**src/rtl/mem_ctrl_pkg.sv**
```systemverilog
// Shared types and constants for the data-memory access controller.
package mem_ctrl_pkg;

  localparam int unsigned ADDR_W = 16;
  localparam int unsigned DATA_W = 12;
  localparam int unsigned PTR_W  = 8;

  localparam logic [ADDR_W-1:0] CSTK_BASE_DEFAULT = 16'hFF00;

  typedef enum logic {
    ST_IDLE = 1'b0,
    ST_WAIT = 1'b1
  } state_e;

  typedef enum logic {
    GNT_PIPE = 1'b0,
    GNT_CS   = 1'b1
  } gnt_e;

endpackage

```
**src/rtl/mem_access_ctrl_if.sv**
```systemverilog
// Data-memory req/ack bus between the access controller and the memory unit.
interface mem_access_ctrl_if;
  import mem_ctrl_pkg::*;

  logic              mem_req;
  logic              mem_we;
  logic [ADDR_W-1:0] mem_addr;
  logic [DATA_W-1:0] mem_wdata;
  logic              mem_ack;
  logic [DATA_W-1:0] mem_rdata;

  modport master (
    output mem_req, mem_we, mem_addr, mem_wdata,
    input  mem_ack, mem_rdata
  );

  modport slave (
    input  mem_req, mem_we, mem_addr, mem_wdata,
    output mem_ack, mem_rdata
  );

endinterface

```
**src/rtl/rr_arbiter_2.sv**
```systemverilog
// Two-way round-robin arbiter: a lone requester wins, a tie goes to the side not granted last.
module rr_arbiter_2
  import mem_ctrl_pkg::*;
(
  input  logic pipe_req,
  input  logic cs_req,
  input  gnt_e last_grant,
  output gnt_e gnt_c
);

  always_comb begin
    gnt_c = GNT_PIPE;
    if (pipe_req && cs_req) begin
      gnt_c = (last_grant == GNT_PIPE) ? GNT_CS : GNT_PIPE;
    end else if (cs_req) begin
      gnt_c = GNT_CS;
    end
  end

endmodule

```
**src/rtl/mem_access_ctrl.sv**
```systemverilog
// Shares the data-memory bus between the MEM stage and the call-stack unit,
// one access in flight, with stall, completion pulses and a sticky timeout error.
module mem_access_ctrl
  import mem_ctrl_pkg::*;
#(
  parameter int unsigned       TIMEOUT_CYCLES = 64,
  parameter logic [ADDR_W-1:0] CSTK_BASE      = CSTK_BASE_DEFAULT
) (
  input  logic              clock,
  input  logic              nreset,
  input  logic              pipe_req,
  input  logic              pipe_we,
  input  logic [ADDR_W-1:0] pipe_addr,
  input  logic [DATA_W-1:0] pipe_wdata,
  output logic              pipe_done,
  output logic              pipe_stall,
  input  logic              cs_req,
  input  logic              cs_we,
  input  logic [PTR_W-1:0]  cs_ptr,
  input  logic [DATA_W-1:0] cs_wdata,
  output logic              cs_done,
  output logic [DATA_W-1:0] rdata,
  output logic              bus_err,
  mem_access_ctrl_if.master bus
);

  localparam int unsigned       CNT_W     = $clog2(TIMEOUT_CYCLES);
  localparam logic [CNT_W-1:0]  CNT_LAST  = CNT_W'(TIMEOUT_CYCLES - 1);

  state_e            state_q, state_d;
  gnt_e              grant_q, grant_d;
  gnt_e              last_grant_q, last_grant_d;
  gnt_e              arb_gnt;
  logic [CNT_W-1:0]  cnt_q, cnt_d;
  logic              mem_req_q, mem_req_d;
  logic              mem_we_q, mem_we_d;
  logic [ADDR_W-1:0] mem_addr_q, mem_addr_d;
  logic [DATA_W-1:0] mem_wdata_q, mem_wdata_d;
  logic [DATA_W-1:0] rdata_q, rdata_d;
  logic              pipe_done_q, pipe_done_d;
  logic              cs_done_q, cs_done_d;
  logic              bus_err_q, bus_err_d;
  logic [ADDR_W-1:0] cs_addr;

  assign cs_addr = CSTK_BASE | {{(ADDR_W-PTR_W){1'b0}}, cs_ptr};

  rr_arbiter_2 u_arb (
    .pipe_req   (pipe_req),
    .cs_req     (cs_req),
    .last_grant (last_grant_q),
    .gnt_c      (arb_gnt)
  );

  // Next-state: arbitrate in IDLE (not in a done cycle), hold the bus in WAIT until ack or timeout.
  always_comb begin
    state_d      = state_q;
    grant_d      = grant_q;
    last_grant_d = last_grant_q;
    cnt_d        = cnt_q;
    mem_req_d    = mem_req_q;
    mem_we_d     = mem_we_q;
    mem_addr_d   = mem_addr_q;
    mem_wdata_d  = mem_wdata_q;
    rdata_d      = rdata_q;
    pipe_done_d  = 1'b0;
    cs_done_d    = 1'b0;
    bus_err_d    = bus_err_q;

    unique case (state_q)
      ST_IDLE: begin
        mem_req_d = 1'b0;
        cnt_d     = '0;
        if ((pipe_req || cs_req) && !(pipe_done_q || cs_done_q)) begin
          grant_d   = arb_gnt;
          mem_req_d = 1'b1;
          state_d   = ST_WAIT;
          if (arb_gnt == GNT_PIPE) begin
            mem_we_d    = pipe_we;
            mem_addr_d  = pipe_addr;
            mem_wdata_d = pipe_wdata;
          end else begin
            mem_we_d    = cs_we;
            mem_addr_d  = cs_addr;
            mem_wdata_d = cs_wdata;
          end
        end
      end
      ST_WAIT: begin
        if (bus.mem_ack) begin
          if (!mem_we_q) rdata_d = bus.mem_rdata;
          pipe_done_d  = (grant_q == GNT_PIPE) && pipe_req;
          cs_done_d    = (grant_q == GNT_CS) && cs_req;
          mem_req_d    = 1'b0;
          last_grant_d = grant_q;
          cnt_d        = '0;
          state_d      = ST_IDLE;
        end else if (cnt_q == CNT_LAST) begin
          // Abort with a poison value so the waiting requester is released.
          rdata_d     = {DATA_W{1'b1}};
          pipe_done_d = (grant_q == GNT_PIPE) && pipe_req;
          cs_done_d   = (grant_q == GNT_CS) && cs_req;
          bus_err_d   = 1'b1;
          mem_req_d   = 1'b0;
          cnt_d       = '0;
          state_d     = ST_IDLE;
        end else begin
          cnt_d = cnt_q + CNT_W'(1);
        end
      end
      default: state_d = ST_IDLE;
    endcase
  end

  always_ff @(posedge clock or negedge nreset) begin
    if (!nreset) begin
      state_q      <= ST_IDLE;
      grant_q      <= GNT_PIPE;
      last_grant_q <= GNT_CS;
      cnt_q        <= '0;
      mem_req_q    <= 1'b0;
      mem_we_q     <= 1'b0;
      mem_addr_q   <= '0;
      mem_wdata_q  <= '0;
      rdata_q      <= '0;
      pipe_done_q  <= 1'b0;
      cs_done_q    <= 1'b0;
      bus_err_q    <= 1'b0;
    end else begin
      state_q      <= state_d;
      grant_q      <= grant_d;
      last_grant_q <= last_grant_d;
      cnt_q        <= cnt_d;
      mem_req_q    <= mem_req_d;
      mem_we_q     <= mem_we_d;
      mem_addr_q   <= mem_addr_d;
      mem_wdata_q  <= mem_wdata_d;
      rdata_q      <= rdata_d;
      pipe_done_q  <= pipe_done_d;
      cs_done_q    <= cs_done_d;
      bus_err_q    <= bus_err_d;
    end
  end

  assign bus.mem_req   = mem_req_q;
  assign bus.mem_we    = mem_we_q;
  assign bus.mem_addr  = mem_addr_q;
  assign bus.mem_wdata = mem_wdata_q;
  assign pipe_done     = pipe_done_q;
  assign cs_done       = cs_done_q;
  assign rdata         = rdata_q;
  assign bus_err       = bus_err_q;
  assign pipe_stall    = pipe_req & ~pipe_done_q;

endmodule

```
**src/flat_wrapper.sv**
```systemverilog
// flat-port wrapper written by rule: the top's interface ports become plain ports
module mem_access_ctrl_flat import mem_ctrl_pkg::*;
#(
  parameter int unsigned       TIMEOUT_CYCLES = 64,
  parameter logic [ADDR_W-1:0] CSTK_BASE      = CSTK_BASE_DEFAULT
)
  (clock, nreset, pipe_req, pipe_we, pipe_addr, pipe_wdata, pipe_done, pipe_stall, cs_req, cs_we, cs_ptr, cs_wdata, cs_done, rdata, bus_err, bus_mem_req, bus_mem_we, bus_mem_addr, bus_mem_wdata, bus_mem_ack, bus_mem_rdata);
  mem_access_ctrl_if bus_i ();
  input  logic clock;
  input  logic nreset;
  input  logic pipe_req;
  input  logic pipe_we;
  input  logic [ADDR_W-1:0] pipe_addr;
  input  logic [DATA_W-1:0] pipe_wdata;
  output logic pipe_done;
  output logic pipe_stall;
  input  logic cs_req;
  input  logic cs_we;
  input  logic [PTR_W-1:0] cs_ptr;
  input  logic [DATA_W-1:0] cs_wdata;
  output logic cs_done;
  output logic [DATA_W-1:0] rdata;
  output logic bus_err;
  output wire logic [$bits(bus_i.mem_req)-1:0] bus_mem_req;
  output wire logic [$bits(bus_i.mem_we)-1:0] bus_mem_we;
  output wire logic [$bits(bus_i.mem_addr)-1:0] bus_mem_addr;
  output wire logic [$bits(bus_i.mem_wdata)-1:0] bus_mem_wdata;
  input wire logic [$bits(bus_i.mem_ack)-1:0] bus_mem_ack;
  input wire logic [$bits(bus_i.mem_rdata)-1:0] bus_mem_rdata;
  assign bus_mem_req = bus_i.mem_req;
  assign bus_mem_we = bus_i.mem_we;
  assign bus_mem_addr = bus_i.mem_addr;
  assign bus_mem_wdata = bus_i.mem_wdata;
  assign bus_i.mem_ack = bus_mem_ack;
  assign bus_i.mem_rdata = bus_mem_rdata;
  mem_access_ctrl #(.TIMEOUT_CYCLES(TIMEOUT_CYCLES), .CSTK_BASE(CSTK_BASE)) u_core (.clock(clock), .nreset(nreset), .pipe_req(pipe_req), .pipe_we(pipe_we), .pipe_addr(pipe_addr), .pipe_wdata(pipe_wdata), .pipe_done(pipe_done), .pipe_stall(pipe_stall), .cs_req(cs_req), .cs_we(cs_we), .cs_ptr(cs_ptr), .cs_wdata(cs_wdata), .cs_done(cs_done), .rdata(rdata), .bus_err(bus_err), .bus(bus_i));
endmodule
```
**config.mk**
```make
export PLATFORM = sky130hd
export DESIGN_NAME = mem_access_ctrl_flat
export DESIGN_NICKNAME = d
export VERILOG_FILES = /design/src/rtl/mem_ctrl_pkg.sv /design/src/rtl/mem_access_ctrl_if.sv /design/src/rtl/rr_arbiter_2.sv /design/src/rtl/mem_access_ctrl.sv /design/src/flat_wrapper.sv
export SDC_FILE = /design/constraint.sdc
export NUM_CORES = 1
export LEC_CHECK = 0
export BUFFER_PORTS_ARGS = -buffer_cell sky130_fd_sc_hd__buf_4
export CAP_MARGIN = 10
export CELL_PAD_IN_SITES_DETAIL_PLACEMENT = 1
export CELL_PAD_IN_SITES_GLOBAL_PLACEMENT = 2
export CORE_MARGIN = 1.5
export CORE_UTILIZATION = 30
export DETAILED_ROUTE_END_ITERATION = 10
export PLACE_DENSITY = 0.86
export SLEW_MARGIN = 20
export SYNTH_ARGS = -nofsm -noshare
export SYNTH_HDL_FRONTEND = slang
export SYNTH_HIERARCHICAL = 1
export SYNTH_SLANG_ARGS = --single-unit
export TNS_END_PERCENT = 20
```
**constraint.sdc**
```tcl
create_clock -name clock -period 2.8 [get_ports clock]
set_input_delay 0 -clock clock [delete_from_list [all_inputs] [get_ports clock]]
set_output_delay 0 -clock clock [all_outputs]
set_load 0.05 [all_outputs]
```
; Yosys cells after proc, flatten, opt, wreduce, memory -nomap -nowiden
; Index checks and enable logic that the tools add are counted.
[word_totals]
wordCells = 58
regBits = 54
output_inout_bits = 46
in_bits = 67
[op_classes]
addsub = 1
n_reduce_logical = 12
n_mux = 25
bitwise_logic = 5
n_eq_ne = 3
[op_table]
columns = operator, count
row1 = two-way mux 12 bit, 4
row2 = two-way mux 16 bit, 1
row3 = two-way mux 1 bit, 15
row4 = two-way mux 6 bit, 2
row5 = one-hot mux 6 bit (2 select lines), 1
row6 = "adder 6 x 1 -> 6 bit, second input constant", 1
row7 = "equality test 6 bit, second input constant", 1
row8 = AND reduction 3 bit, 2
row9 = logical AND 1 bit, 4
row10 = NOT 1 bit, 4
row11 = one-hot mux 1 bit (2 select lines), 2
row12 = AND reduction 2 bit, 2
row13 = "inequality test 3 bit, second input constant", 1
row14 = logical OR 1 bit, 2
row15 = "inequality test 2 bit, second input constant", 1
row16 = nonzero test 2 bit, 1
row17 = AND 1 bit, 1
row18 = zero test 1 bit, 1

; Logic depth before layout (Yosys ltp)
[depth]
word_depth = 5
mapped_depth = 5
mapped_depth_nobuf = 4

; Cells and area by module
; Netlist, hierarchy kept.
[by_module_without_submodules]
columns = mod, seq_area_each_um2, n_inst, area_per_inst_um2, cells_per_inst
row1 = mem_access_ctrl, 1352.5, 1, 2533.7, 218
row2 = rr_arbiter_2, 0.0, 1, 11.3, 1

; Worst setup path before layout
; Ideal clock, no wire load.
[synth_path]
path_type = register -> register
from = reg u_core.pipe_done_q, in the netlist u_core/pipe_done
to = reg u_core.mem_addr_q[1], in the netlist u_core/bus.mem_addr[1]
setup_ns = 0.125
synth_period_minus_slack_ns = 1.661
path_buffers = 1
path_slack_ns = 1.139
t_arrival_ns = 1.536
path_stages_with_launch = 4
path_cell_list = dfrtp_1 -> nor4_4 -> buf_6 -> mux2_2
[synth_via]
elab_chain_len = 4
[synth_lines]
columns = item, line_no
row1 = from (decl), mem_access_ctrl.sv:40  ; logic pipe_done_q, pipe_done_d;
row2 = from (signal assigned), mem_access_ctrl.sv:138  ; pipe_done_q <= pipe_done_d;
row3 = logical OR 1 bit, mem_access_ctrl.sv:73  ; if ((pipe_req || cs_req) && !(pipe_done_q || cs_done_q)) begin
row4 = zero test 1 bit, mem_access_ctrl.sv:73
row5 = logical AND 1 bit, mem_access_ctrl.sv:73
row6 = AND reduction 2 bit (no line), -
row7 = to (signal assigned), mem_access_ctrl.sv:135  ; mem_addr_q <= mem_addr_d;
row8 = to (decl), mem_access_ctrl.sv:37  ; logic [ADDR_W-1:0] mem_addr_q, mem_addr_d;
; Every way passes these cells.
; A chain may end at the register's enable or synchronous reset.

; Worst setup path in the final report
[layout_path]
from = in pipe_req
to = reg u_core.mem_addr_q[2], in the netlist u_core/bus.mem_addr[2]
[layout_via]
elab_chain_len = 3
elab_cells_between_ends = 6
[layout_lines]
columns = item, line_no
row1 = from (decl), flat_wrapper.sv:11  ; input logic pipe_req;
row2 = logical AND 1 bit, rr_arbiter_2.sv:13  ; if (pipe_req && cs_req) begin
row3 = two-way mux 1 bit, rr_arbiter_2.sv:13
row4 = via u_core.arb_gnt, mem_access_ctrl.sv:33  ; gnt_e arb_gnt;
row5 = two-way mux 16 bit, mem_access_ctrl.sv:77  ; if (arb_gnt == GNT_PIPE) begin
; The timed path passes the listed nets, and every way through them passes these cells.

==> run summary <==
Run status - finished, final reports clean
First-pass iteration count of the detailed router - 4
Slew margin rel. - 54.1%
Number of I/O pins - 113
Proportion of layout cells with a drive suffix above 1 - 50.4%
Number of design rule violations left after detail routing - 0
LEAKAGE - 1.78 nW
Sort of element at the start of the critical path - primary input
Net switching power - 2.14 mW
Maximum clock rate - 559 MHz
Rows - 33
Power share of the combinational group - 56.5%
GR Util All Layers - 15.1%
Fin Setup TNS - 0 ns
Crit-path max FO - 12
Clock root cell - clkbuf_8
Buffers inserted by post-CTS timing repair - 0
Clock transition at the register clock pins on the worst setup and hold paths after CTS - 0.10 ns
Cell types occupying the most area after synthesis - dfrtp_1 52%, mux2_2 19%, nor2_1 5.6%
Number of vias per cell - 4.75
Quantity of gates resized following cts - 0
DRC violation total after the first TritonRoute iteration - 59
Routed length per placed instance - 14.3 um
Summed area of non-filler cells in the final layout - 0.00376 mm^2
Worst slack, placed - 0.973 ns
Time the final worst path needs with I/O delays and setup - 1.79 ns
PwrDens - 1210 mW/mm^2
Synth area leader - dfrtp_1
Placed inst area - 0.00347 mm^2
Congestion Overflow GR - 0
Post-synthesis area per instance - 11.6 um^2
Count of cell types in the netlist - 31
Count of max-cap constraint violations - 0
WP data arrival - 1.98 ns
Initial antenna violation count - 0
Die Span X - 95.1 um
Number of synthesis warnings - 6
Final hold violations - 0
CP endpoint kind - flip-flop
Max incr delay on CP - 0.54 ns
Wire length of the first global-routing pass - 10700 um
TritonCTS sink count - 54
Worst vdd rail ir drop - 561 uV
Initial Utilization - 31.0%
Gpl congestion - 0.749
Slew at the pin closest to its max-slew limit - 0.689 ns
Max-slew violations - 0
Internal Pwr Total - 2.41 mW
Number of antenna cells inserted - 0
Fin nets - 410
Unrepaired setup endpoints after global routing - false
Count of flip-flops with a built-in enable after synthesis - 0
Total die area - 0.00904 mm^2
Final setup violation count - 0
Synth-to-layout area growth - 47.6%
Maximum clock insertion buffer count - 2
Startpoint-to-endpoint class of the critical path - primary input to flip-flop
Classification of the worst-slack hold path - primary input to flip-flop
Final wirelength - 6400 um
Total standard cell area after synthesis - 0.00254 mm^2
Commonest cells in the netlist - 53 x dfrtp_1, 43 x mux2_2, 38 x nor2_1, 13 x a21oi_1, 12 x a221oi_1
Critical-path top delay cell - dlygate4sd3_1
Clk Latency, worst-skew pair - 0.31 ns
Post-route ant nets - 0
PnR worst setup slack - 1.01 ns
Critical path cell sequence - dlygate4sd3_1 -> buf_4 -> a21boi_2 -> buf_4 -> mux2_2 -> mux2_2
Post-synthesis net count - 287
Number of flip-flops and latches in the synthesized netlist - 54
Most frequent cell after synthesis - dfrtp_1
Buf/Inv on CP - 3
Number of global-route vias before repair - 2302
Kind of cell adding the most delay to the critical path - buffers and inverters
Switching power as a share of total power - 46.9%
Post-synthesis cell count - 219
Async S/R FF share, synth - 100%
Overall Power - 4.55 mW
Area inside the core boundary - 0.00822 mm^2
H-tree levels - 2
Clock network fraction of design power - 13.8%
Sequential area share after synthesis - 53.1%
Worst Clk Skew - 0.0124 ns
Detailed Place HPWL - 4660 um
Final clock period utilization by the worst path - 63.8%
Clock tree from TritonCTS - built
CP required - 2.99 ns
Top cell type's share of synthesized area - 52.1%
Largest net degree at the start of global routing - 55
Via count of the routed design - 2129
Number of buffers added by the clock tree synthesis step - 5
Leading register cell type out of synthesis - dfrtp_1
Vert. Die Dim - 95.1 um
Number of port buffers - 112
Sequential group share of total power - 29.6%
## layout by cell type (no fill, tap or decap), types with 2 or more instances in the layout
cell,instances
nor2b_1,2
nand3_1,4
bufinv_16,2
a221oi_1,12
buf_4,116
dlygate4sd3_1,14
mux2i_1,8
dfrtp_1,53
nand2_1,4
a31o_2,2
clkbuf_8,6
a21oi_1,13
mux2_2,43
inv_1,8
nor2_1,38
xnor2_1,2
nand2b_1,2
## kinds of logic after synthesis
family / after synthesis / share of synthesized area, %
buf+inv: 22 / 4.08
fa+ha+maj: 1 / 0.492
simple gates: 55 / 9.78
flops: 54 / 53.1
mux: 52 / 22.6
compound gates: 32 / 8.85
xor+xnor: 3 / 1.03
## power groups by stage
| stage | Sequential (mW) | Combinational, mW | Clock, mW |
|---|---|---|---|
| 3_5_place_dp | 1.36 | 2.59 | 0 |
| 6_report | 1.35 | 2.57 | 0.630 |
| 2_1_floorplan | 2.40 | 0.764 | 0 |
| 5_1_grt | 1.40 | 2.72 | 0.688 |
| 4_1_cts | 1.35 | 2.60 | 0.663 |
| 3_3_place_gp | 1.35 | 2.54 | 0 |
## final cells by class
| type | instances | area (um^2) |
|---|---|---|
| tap | 105 | 131 |
| clock buffer | 6 | 82.6 |
| sequential | 54 | 1350 |
| clock inverter | 2 | 60.1 |
| multi-input combinational | 143 | 1090 |
| timing repair buffer | 130 | 1010 |
| inverter | 8 | 30.0 |
| fill | 919 | 4460 |
## final timing paths
| check | start | to | slack [ns] | cells past startpoint |
|---|---|---|---|---|
| worst max-delay path | pipe_req | u_core/bus.mem_addr[2] | 1.01 | 6 |
| worst min-delay path | bus_mem_rdata[7] | u_core/rdata[7] | 0.02 | 3 |
| worst max register to register | u_core/cnt_q[0] | u_core/bus.mem_req | 1.02 | 4 |
| worst min register to register | u_core/cnt_q[0] | u_core/cnt_q[0] | 0.49 | 1 |
| max in group asynchronous | nreset | u_core/bus.mem_wdata[0] | 2.06 | 2 |
| min in group asynchronous | nreset | u_core/rdata[0] | 0.26 | 2 |
## registers in the layout, indices dropped and copies added (netlist names)
| signal | cells |
|---|---|
| u_core/bus.mem_addr | 16 |
| u_core/bus.mem_wdata | 12 |
| u_core/rdata | 12 |
| u_core/cnt_q | 6 |
| u_core/bus.mem_req | 1 |
| u_core/bus.mem_we | 1 |
| u_core/bus_err | 1 |
| u_core/cs_done | 1 |
| u_core/grant_q | 1 |
| u_core/last_grant_q | 1 |
| u_core/pipe_done | 1 |
| u_core/state_q | 1 |
## worst min-delay path, stage by stage
cell	delay [ns]
buf_4	0.11
nor2_1	0.10
a221oi_1	0.08
## per-stage QoR
stage	hold slack, ns	instances	util [%]
2_1_floorplan	-0.296	219	-
6_report	0.0162	448	45.7
3_3_place_gp	0.0968	426	42.3
4_1_cts	0.000866	448	45.7
3_5_place_dp	0.101	426	42.3
5_1_grt	0.00571	448	45.7
## metal layers
layer | part of all wire, % | global-route usage, % | up-vias | wire length (um)
met3 | 6.7 | 3.19 | 4 | 431
met1 | 41 | 18.1 | 1047 | 2650
met2 | 51 | 27.0 | 69 | 3250
met4 | 0.98 | 4.23 | 0 | 63
met5 | 0 | 0 | - | 0
li1 | - | - | 1009 | -
## repair_timing
| item | 4_1_cts | 5_1_grt |
|---|---|---|
| hold buffers | 14 | 0 |
| endpoints found under the setup margin | 0 | 0 |
| endpoints found under the hold margin | 66 | 0 |
No activity file was read; power rests on OpenSTA's default activity.
